<file path="config.mk">
export PLATFORM = sky130hd
export DESIGN_NAME = core_mem_arbiter
export DESIGN_NICKNAME = d
export VERILOG_FILES = /design/src/rtl/core_mem_arbiter_pkg.sv /design/src/rtl/core_mem_arbiter_mux.sv /design/src/rtl/core_mem_arbiter.sv
export SDC_FILE = /design/constraint.sdc
export NUM_CORES = 1
export LEC_CHECK = 0
export BUFFER_PORTS_ARGS = -buffer_cell sky130_fd_sc_hd__buf_2
export CORE_AREA = 2 2 209 211
export CTS_CLUSTER_SIZE = 28
export DETAILED_ROUTE_END_ITERATION = 12
export DIE_AREA = 0 0 211 213
export PLACE_DENSITY = 0.38
export REMOVE_ABC_BUFFERS = 1
export SLEW_MARGIN = 30
export SYNTH_ARGS = -nofsm -noshare
export SYNTH_HDL_FRONTEND = slang
export SYNTH_SLANG_ARGS = --single-unit
</file>
<file path="constraint.sdc">
create_clock -name g_clk -period 2.3 [get_ports g_clk]
set_clock_uncertainty 0.1 [all_clocks]
set_input_delay 0.345 -clock g_clk [delete_from_list [all_inputs] [get_ports g_clk]]
set_output_delay 0.345 -clock g_clk [all_outputs]
set_load 0.01 [all_outputs]
</file>
<file path="src/rtl/core_mem_arbiter_pkg.sv">
// Shared encodings for the core memory arbiter: requester ownership and
// arbiter FSM states, plus a small saturating-increment helper.
package core_common;

    localparam logic ARB_OWNER_DATA  = 1'b0;
    localparam logic ARB_OWNER_INSTR = 1'b1;

    localparam logic [1:0] ARB_IDLE = 2'd0;
    localparam logic [1:0] ARB_REQ  = 2'd1;
    localparam logic [1:0] ARB_RSP  = 2'd2;

    function automatic logic [3:0] sat_inc4(input logic [3:0] value, input logic [3:0] limit);
        return (value >= limit) ? limit : value + 4'd1;
    endfunction

endpackage

</file>
<file path="src/rtl/core_mem_arbiter_mux.sv">
// Owner-select mux for the bus request fields; fetch never writes, and an
// idle bus drives all-zero fields.
module core_mem_arbiter_mux
    import core_common::*;
#(
    parameter int ADDR_W = 64,
    parameter int DATA_W = 64,
    parameter int STRB_W = DATA_W / 8
) (
    input  logic              bus_en,
    input  logic              sel_owner,
    input  logic [ADDR_W-1:0] imem_addr,
    input  logic [ADDR_W-1:0] dmem_addr,
    input  logic              dmem_wen,
    input  logic [STRB_W-1:0] dmem_strb,
    input  logic [DATA_W-1:0] dmem_wdata,
    output logic [ADDR_W-1:0] mem_addr,
    output logic              mem_wen,
    output logic [STRB_W-1:0] mem_strb,
    output logic [DATA_W-1:0] mem_wdata
);

    always_comb begin
        mem_addr  = '0;
        mem_wen   = 1'b0;
        mem_strb  = '0;
        mem_wdata = '0;
        if (bus_en) begin
            if (sel_owner == ARB_OWNER_INSTR) begin
                mem_addr = imem_addr;
            end else begin
                mem_addr  = dmem_addr;
                mem_wen   = dmem_wen;
                mem_strb  = dmem_strb;
                mem_wdata = dmem_wdata;
            end
        end
    end

endmodule

</file>
<file path="src/rtl/core_mem_arbiter.sv">
// Shares one memory port between fetch and LSU: one outstanding transaction,
// data has priority, and a starvation counter eventually lets fetch win.
module core_mem_arbiter
    import core_common::*;
#(
    parameter int ADDR_W       = 64,
    parameter int DATA_W       = 64,
    parameter int STRB_W       = DATA_W / 8,
    parameter int STARVE_LIMIT = 4
) (
    input  logic              g_clk,
    input  logic              g_resetn,
    input  logic              imem_req,
    input  logic [ADDR_W-1:0] imem_addr,
    output logic              imem_gnt,
    output logic              imem_err,
    output logic [DATA_W-1:0] imem_rdata,
    input  logic              dmem_req,
    input  logic [ADDR_W-1:0] dmem_addr,
    input  logic              dmem_wen,
    input  logic [STRB_W-1:0] dmem_strb,
    input  logic [DATA_W-1:0] dmem_wdata,
    output logic              dmem_gnt,
    output logic              dmem_err,
    output logic [DATA_W-1:0] dmem_rdata,
    output logic              mem_req,
    output logic [ADDR_W-1:0] mem_addr,
    output logic              mem_wen,
    output logic [STRB_W-1:0] mem_strb,
    output logic [DATA_W-1:0] mem_wdata,
    input  logic              mem_gnt,
    input  logic              mem_rsp_valid,
    input  logic              mem_rsp_err,
    input  logic [DATA_W-1:0] mem_rsp_rdata
);

    localparam logic [3:0] LIMIT = 4'(STARVE_LIMIT);

    logic [1:0] state;
    logic [1:0] state_nxt;
    logic       owner;
    logic [3:0] starve_cnt;
    logic       any_req;
    logic       sel_owner;
    logic       cur_owner;
    logic       handshake;
    logic       rsp_fire;

    assign any_req = imem_req | dmem_req;

    // Fetch only overrides data once data has won LIMIT times in a row while fetch waited.
    always_comb begin
        sel_owner = ARB_OWNER_DATA;
        if (dmem_req && !(imem_req && (starve_cnt == LIMIT))) begin
            sel_owner = ARB_OWNER_DATA;
        end else if (imem_req) begin
            sel_owner = ARB_OWNER_INSTR;
        end
    end

    assign cur_owner = (state == ARB_IDLE) ? sel_owner : owner;
    assign mem_req   = g_resetn && (((state == ARB_IDLE) && any_req) || (state == ARB_REQ));
    assign handshake = mem_req && mem_gnt;

    core_mem_arbiter_mux #(
        .ADDR_W (ADDR_W),
        .DATA_W (DATA_W),
        .STRB_W (STRB_W)
    ) u_mux (
        .bus_en     (mem_req),
        .sel_owner  (cur_owner),
        .imem_addr  (imem_addr),
        .dmem_addr  (dmem_addr),
        .dmem_wen   (dmem_wen),
        .dmem_strb  (dmem_strb),
        .dmem_wdata (dmem_wdata),
        .mem_addr   (mem_addr),
        .mem_wen    (mem_wen),
        .mem_strb   (mem_strb),
        .mem_wdata  (mem_wdata)
    );

    always_comb begin
        state_nxt = state;
        case (state)
            ARB_IDLE: begin
                if (handshake) begin
                    state_nxt = ARB_RSP;
                end else if (any_req) begin
                    state_nxt = ARB_REQ;
                end
            end
            ARB_REQ: begin
                if (mem_gnt) begin
                    state_nxt = ARB_RSP;
                end
            end
            ARB_RSP: begin
                if (mem_rsp_valid) begin
                    state_nxt = ARB_IDLE;
                end
            end
            default: state_nxt = ARB_IDLE;
        endcase
    end

    always_ff @(posedge g_clk or negedge g_resetn) begin
        if (!g_resetn) begin
            state      <= ARB_IDLE;
            owner      <= ARB_OWNER_DATA;
            starve_cnt <= 4'd0;
        end else begin
            state <= state_nxt;
            if ((state == ARB_IDLE) && any_req) begin
                owner <= sel_owner;
            end
            if (handshake) begin
                if ((cur_owner == ARB_OWNER_DATA) && imem_req) begin
                    starve_cnt <= sat_inc4(starve_cnt, LIMIT);
                end else begin
                    starve_cnt <= 4'd0;
                end
            end
        end
    end

    // Responses are only honoured while waiting for one; stale ones after reset fall on the floor.
    assign rsp_fire   = (state == ARB_RSP) && mem_rsp_valid;
    assign imem_gnt   = rsp_fire && (owner == ARB_OWNER_INSTR);
    assign dmem_gnt   = rsp_fire && (owner == ARB_OWNER_DATA);
    assign imem_err   = imem_gnt && mem_rsp_err;
    assign dmem_err   = dmem_gnt && mem_rsp_err;
    assign imem_rdata = (state == ARB_RSP) ? mem_rsp_rdata : '0;
    assign dmem_rdata = (state == ARB_RSP) ? mem_rsp_rdata : '0;

endmodule

</file>
# --- After elaboration in Yosys (flattened, before gate mapping) ---
# Index checks and enable logic that the tools add are counted.
totals:
  ff_bits: 7
  elab_cells: 48
  output_inout_bits: 270
op_classes:
  order_cmp: 1
  n_bitwise: 3
  n_eq_ne: 6
  muxes: 19
  reduce_logical: 15
  add_sub_neg: 1
op_table:
  columns: ["op", "n"]
  rows:
  - ["2-to-1 mux 64 bit", 5]
  - ["2-to-1 mux 8 bit", 2]
  - ["logical AND 1 bit", 11]
  - ["2-to-1 mux 2 bit", 4]
  - ["2-to-1 mux 4 bit", 2]
  - ["case mux 2 bit (3 select lines)", 1]
  - ["2-to-1 mux 1 bit", 5]
  - ["adder 4 x 1 -> 4 bit, second input constant", 1]
  - ["equality test 4 x 3 -> 1 bit, second input constant", 1]
  - [">= comparator 4 x 3 -> 1 bit, second input constant", 1]
  - ["inequality test 2 bit, second input constant", 2]
  - ["inequality test 3 bit, second input constant", 1]
  - ["AND reduction 3 bit", 1]
  - ["equality test 2 x 1 -> 1 bit, second input constant", 1]
  - ["equality test 2 bit, second input constant", 1]
  - ["zero test 2 bit", 1]
  - ["inverter 1 bit", 2]
  - ["zero test 1 bit", 1]
  - ["logical OR 1 bit", 1]
  - ["bitwise OR 1 bit", 1]

# --- Longest topological paths before layout ---
logic_depth:
  ltp_word: 9
  depth_mapped: 7

# --- Hierarchy ---
# From an unflattened synthesis, not the netlist that was laid out.
hier_totals:
  hier_cells: 403
  area_unflattened_um2: 3036.7
modules_own_cells:
  columns: ["module", "area_each_um2", "cells_each", "n_inst"]
  rows:
  - ["core_mem_arbiter_mux", 1706.6, 224, 1]
  - ["core_mem_arbiter", 1330.0, 179, 1]

# --- Worst setup path before layout ---
# Ideal clock, no wire load.
synth_path:
  path_type: "register to output"
  from: "reg state[0]"
  to: "out mem_addr[38]"
  stages_incl_launch_ff: 6
  arrival_time_ps: 1645
  path_slack_ps: 210
  n_path_buf: 2
  cell_sequence: "dfrtp_1 -> or3b_1 -> a32oi_2 -> buf_6 -> buf_8 -> mux2i_1"
synth_between:
  elab_chain_cells: 5
  word_cells_on_any_way: 8
synth_lines:
  columns: ["item", "line", "source"]
  rows:
  - ["start: declaration", "core_mem_arbiter.sv:39", "logic [1:0] state;"]
  - ["start signal: assignment", "core_mem_arbiter.sv:113", "state <= state_nxt;"]
  - ["zero test 2 bit", "core_mem_arbiter.sv:61, core_mem_arbiter.sv:62", null]
  - ["logical AND 1 bit", "core_mem_arbiter.sv:62", "assign mem_req = g_resetn && (((state == ARB_IDLE) && any_req) || (state == ARB_REQ));"]
  - ["logical OR 1 bit", "core_mem_arbiter.sv:62", null]
  - ["logical AND 1 bit", "core_mem_arbiter.sv:62", null]
  - ["2-to-1 mux 64 bit (*)", "core_mem_arbiter_mux.sv:28", "if (bus_en) begin"]
  - ["end: declaration", "core_mem_arbiter.sv:27", "output logic [ADDR_W-1:0] mem_addr,"]
# Every way passes the cells marked *; elsewhere a longest branch is shown, timed or not.

# --- Final worst setup path ---
layout_path:
  from: "reg starve_cnt[1]"
  to: "out mem_wdata[0]"
layout_between:
  elab_chain_cells: 8
layout_lines:
  columns: ["item", "line", "source"]
  rows:
  - ["start: declaration", "core_mem_arbiter.sv:42", "logic [3:0] starve_cnt;"]
  - ["start signal: assignment", "core_mem_arbiter.sv:119", "starve_cnt <= sat_inc4(starve_cnt, LIMIT);"]
  - ["equality test 4 x 3 -> 1 bit", "core_mem_arbiter.sv:54", "if (dmem_req && !(imem_req && (starve_cnt == LIMIT))) begin"]
  - ["logical AND 1 bit", "core_mem_arbiter.sv:54", null]
  - ["zero test 1 bit", "core_mem_arbiter.sv:54", null]
  - ["logical AND 1 bit", "core_mem_arbiter.sv:54", null]
  - ["2-to-1 mux 1 bit", "core_mem_arbiter.sv:54", null]
  - ["2-to-1 mux 1 bit", "core_mem_arbiter.sv:61", "assign cur_owner = (state == ARB_IDLE) ? sel_owner : owner;"]
  - ["2-to-1 mux 64 bit", "core_mem_arbiter_mux.sv:29", "if (sel_owner == ARB_OWNER_INSTR) begin"]
  - ["2-to-1 mux 64 bit", "core_mem_arbiter_mux.sv:28", null]
  - ["end: declaration", "core_mem_arbiter.sv:30", "output logic [DATA_W-1:0] mem_wdata,"]
# Every way passes these cells.

==> results.ini <==
[drt]
first_pass_iters=5
vias_per_cell=3.66
wl_per_cell_um=17.4
initialDrtViolationCount=272
drc=0
dr_total_vias=5634
wirelength_um=26900
ant_nets=0

[clock_network]
cts_root_buffer=clkbuf_16
cts_made_buffers=3
insertion_delay_ps=230
cts.path.max_buffers=2
htreeDepth=1
cts.sinks=7
path_clk_slew_ps=40
tritoncts=done

[global_route]
grtUsageTotal_pct=10.3
grt_antenna_before_repair=11
grt-ovfl-total=0
grt_max_degree=75
grt_pass1_vias=5012
grt_first_pass_wirelength_um=34300

[synth]
netlist-cell-type-count=37
syn_inst=503
synth_top_area_share_pct=18.7
netlist_area_sq_um=3450
ys_seq_area_share_pct=5.08
yosys_warnings=0
syn_area_per_cell_sq_um=6.86
synth.top_cells.by_area=nand3_1 (19%), mux2i_1 (19%), buf_4 (14%), and3_1 (13%), and2_1 (12%)
synth.ff_latch_count=7
yosysTopAreaCell=nand3_1

[timing]
max_slew_margin_pct=70.9
tightestPinTransition_ps=437
finalSetupViolations=137
final_max_slew_viol_count=0
rsz0062_at_grt=true
fin_crit_ps=2520
hold_violations=0
max_clock_freq_mhz=396
worst_slack_ps=-225
min_period_over_period_pct=110

[worst_setup_path]
crit_path_start_kind=flip-flop
path_buf_inv=5
cp_top_family=buffers and inverters
required_ps=1860
arrival_ps=2080
path_cells=inv_1 > ha_2 > nand3b_1 > buf_4 > a32o_2 > buf_12 > clkbuf_16 > and3_1 > buf_2
path_class=flip-flop to output pin
crit_fanout=8
slowest_delay_ps=390
cp_slowest_cell=dfrtp_1
end_kind=output pin

[cells_and_area]
design_area_sq_um=7790
drive_gt1_share_pct=69.7
area_growth_pct=126
final_nets=1266

[power]
p_comb_share_pct=91.9
p_sw_mw=2.77
power_per_cell_area_nw_per_um2=780
p_leak_nw=4.23
p_int_mw=3.31
peakVddDrop_v=0.000409
clkPwrFrac_pct=5.0
swShare_pct=45.6
pwr-share-seq_pct=3.1

[floorplanning]
die_x_um=211
rows=76
die_height_um=213
start_util_pct=8.08
ios=542
dieArea_sq_um=44900
floorplan.core_area_sq_um=42700

[place]
dp_hpwl_um=22300
place_ws_ps=-5.41
gp_congestion=0.876
placed_cell_area_sq_um=6520
portBuffers=541

[status]
status=finished with violations
violations=setup timing

[job]
cap_viol_max_count=0

[worst_hold_path]
worst_hold_path_type=input port to flip-flop

kinds of logic (layout without fill, tap and decap cells):
kind of cell,count (synthesis),in the layout,synth area share [%]
other,0,4,0
adder cells (fa/ha/maj),2,2,0.725
AO/OA/AOI/OAI,10,10,2.32
buffers and inverters,127,614,25.0
flip-flops,7,7,5.08
multiplexers,64,64,18.6
AND/OR/NAND/NOR,293,294,48.3
flip-flops by register name, summed over array words and instances (netlist names):
name / cells
state: 2
owner: 1
starve_cnt: 4
what timing repair did:
action / in CTS / in global routing
hold buffers: 1 / 0
buffers inserted: 5 / 2
pin swaps: 2 / 24
gates cloned: 1 / 10
hold endpoints to repair: 7 / 0
resized for setup: 38 / 131
endpoints found under the setup margin: 137 / 138
metrics by stage:
| step | power, mW | hold slack [ps] | util (%) | std cells | setup TNS, ps |
|---|---|---|---|---|---|
| final | 6.08 | 314 | 18.3 | 1541 | -21520 |
| after floorplan | 2.40 | -50.6 | - | 379 | -581910 |
| after CTS | 5.16 | 316 | 16.1 | 1526 | -16010 |
| after global placement | 4.41 | 200 | 15.3 | 1515 | 0 |
| after detailed placement | 4.40 | 194 | 15.3 | 1515 | -5.41 |
| after global routing | 6.47 | 323 | 18.2 | 1537 | -31460 |
synth_stat cells:
library cell and count:
nand2_1 4, buf_6 7, clkbuf_1 36, nor3_1 1, or2b_1 1, buf_2 8, o21ai_1 1, and3_1 74
mux2i_1 64, nand2b_1 2, nor2b_1 3, nand4_1 1, buf_1 2, o2111ai_1 1, nand3_1 129, buf_4 66
or3b_2 1, or4_1 1, a32o_1 2, nor2_1 4, inv_1 3, nand3b_1 2, o21ai_0 2, o22ai_1 1
and2_1 65, a32oi_1 1, or3b_1 1, a32oi_2 1, ha_1 2, dfrtp_1 7, and2_4 1, nor3b_1 1
a21oi_1 1, or3_1 1, buf_8 1, and4_1 1, buf_12 4
tightest hold or removal path, delay by kind of cell:
family	cells	cell delay, ps
buffers and inverters	1	130
AO/OA/AOI/OAI	2	130
routing by layer:
metal  up-vias  wire [um]  track usage, %
li1       2683          -               -
met1      2661      12300            14.9
met2       271      12500            16.5
met3        15       2040            1.97
met4         4         83           0.364
met5         -         26               0
layout make-up:
| cell class | count | area, sq um |
|---|---|---|
| Tap cell | 546 | 683 |
| Timing Repair Buffer | 607 | 4010 |
| Sequential cell | 7 | 175 |
| Multi-Input combinational cell | 370 | 2830 |
| Inverter | 3 | 11.3 |
| Fill cell | 4854 | 34900 |
| Antenna cell | 4 | 10.0 |
| Clock buffer | 4 | 78.8 |
power by group through the flow:
stage	logic, mW	registers (mW)	clock network (mW)
2_1_floorplan	2.20	0.200	0
3_5_place_dp	4.20	0.192	0
3_3_place_gp	4.22	0.191	0
6_report	5.59	0.190	0.301
4_1_cts	4.67	0.188	0.305
5_1_grt	5.96	0.194	0.318
final timing paths:
check / start / endpoint / slack [ps] / cells past startpoint
max: starve_cnt[1] / mem_wdata[0] / -220 / 9
min: mem_gnt / starve_cnt[2] / 310 / 3
max reg2reg: starve_cnt[1] / starve_cnt[1] / 320 / 8
min reg2reg: starve_cnt[1] / starve_cnt[1] / 430 / 1
max in group asynchronous: g_resetn / starve_cnt[0] / 1480 / 3
min in group asynchronous: g_resetn / state[0] / 480 / 3
cell usage in the layout (no fill, tap or decap), types with 3 or more instances in the layout:
master and instances:
buf_8 7, buf_6 71, buf_2 478, and2_1 65, buf_12 15, clkbuf_16 11
buf_4 27, nand2_1 4, and3_1 8, mux2i_1 59, and3_4 66, mux2i_2 3
dfrtp_1 7, diode_2 4, nand3_1 129, nor2_1 4
(Power assumes the default switching activity.)
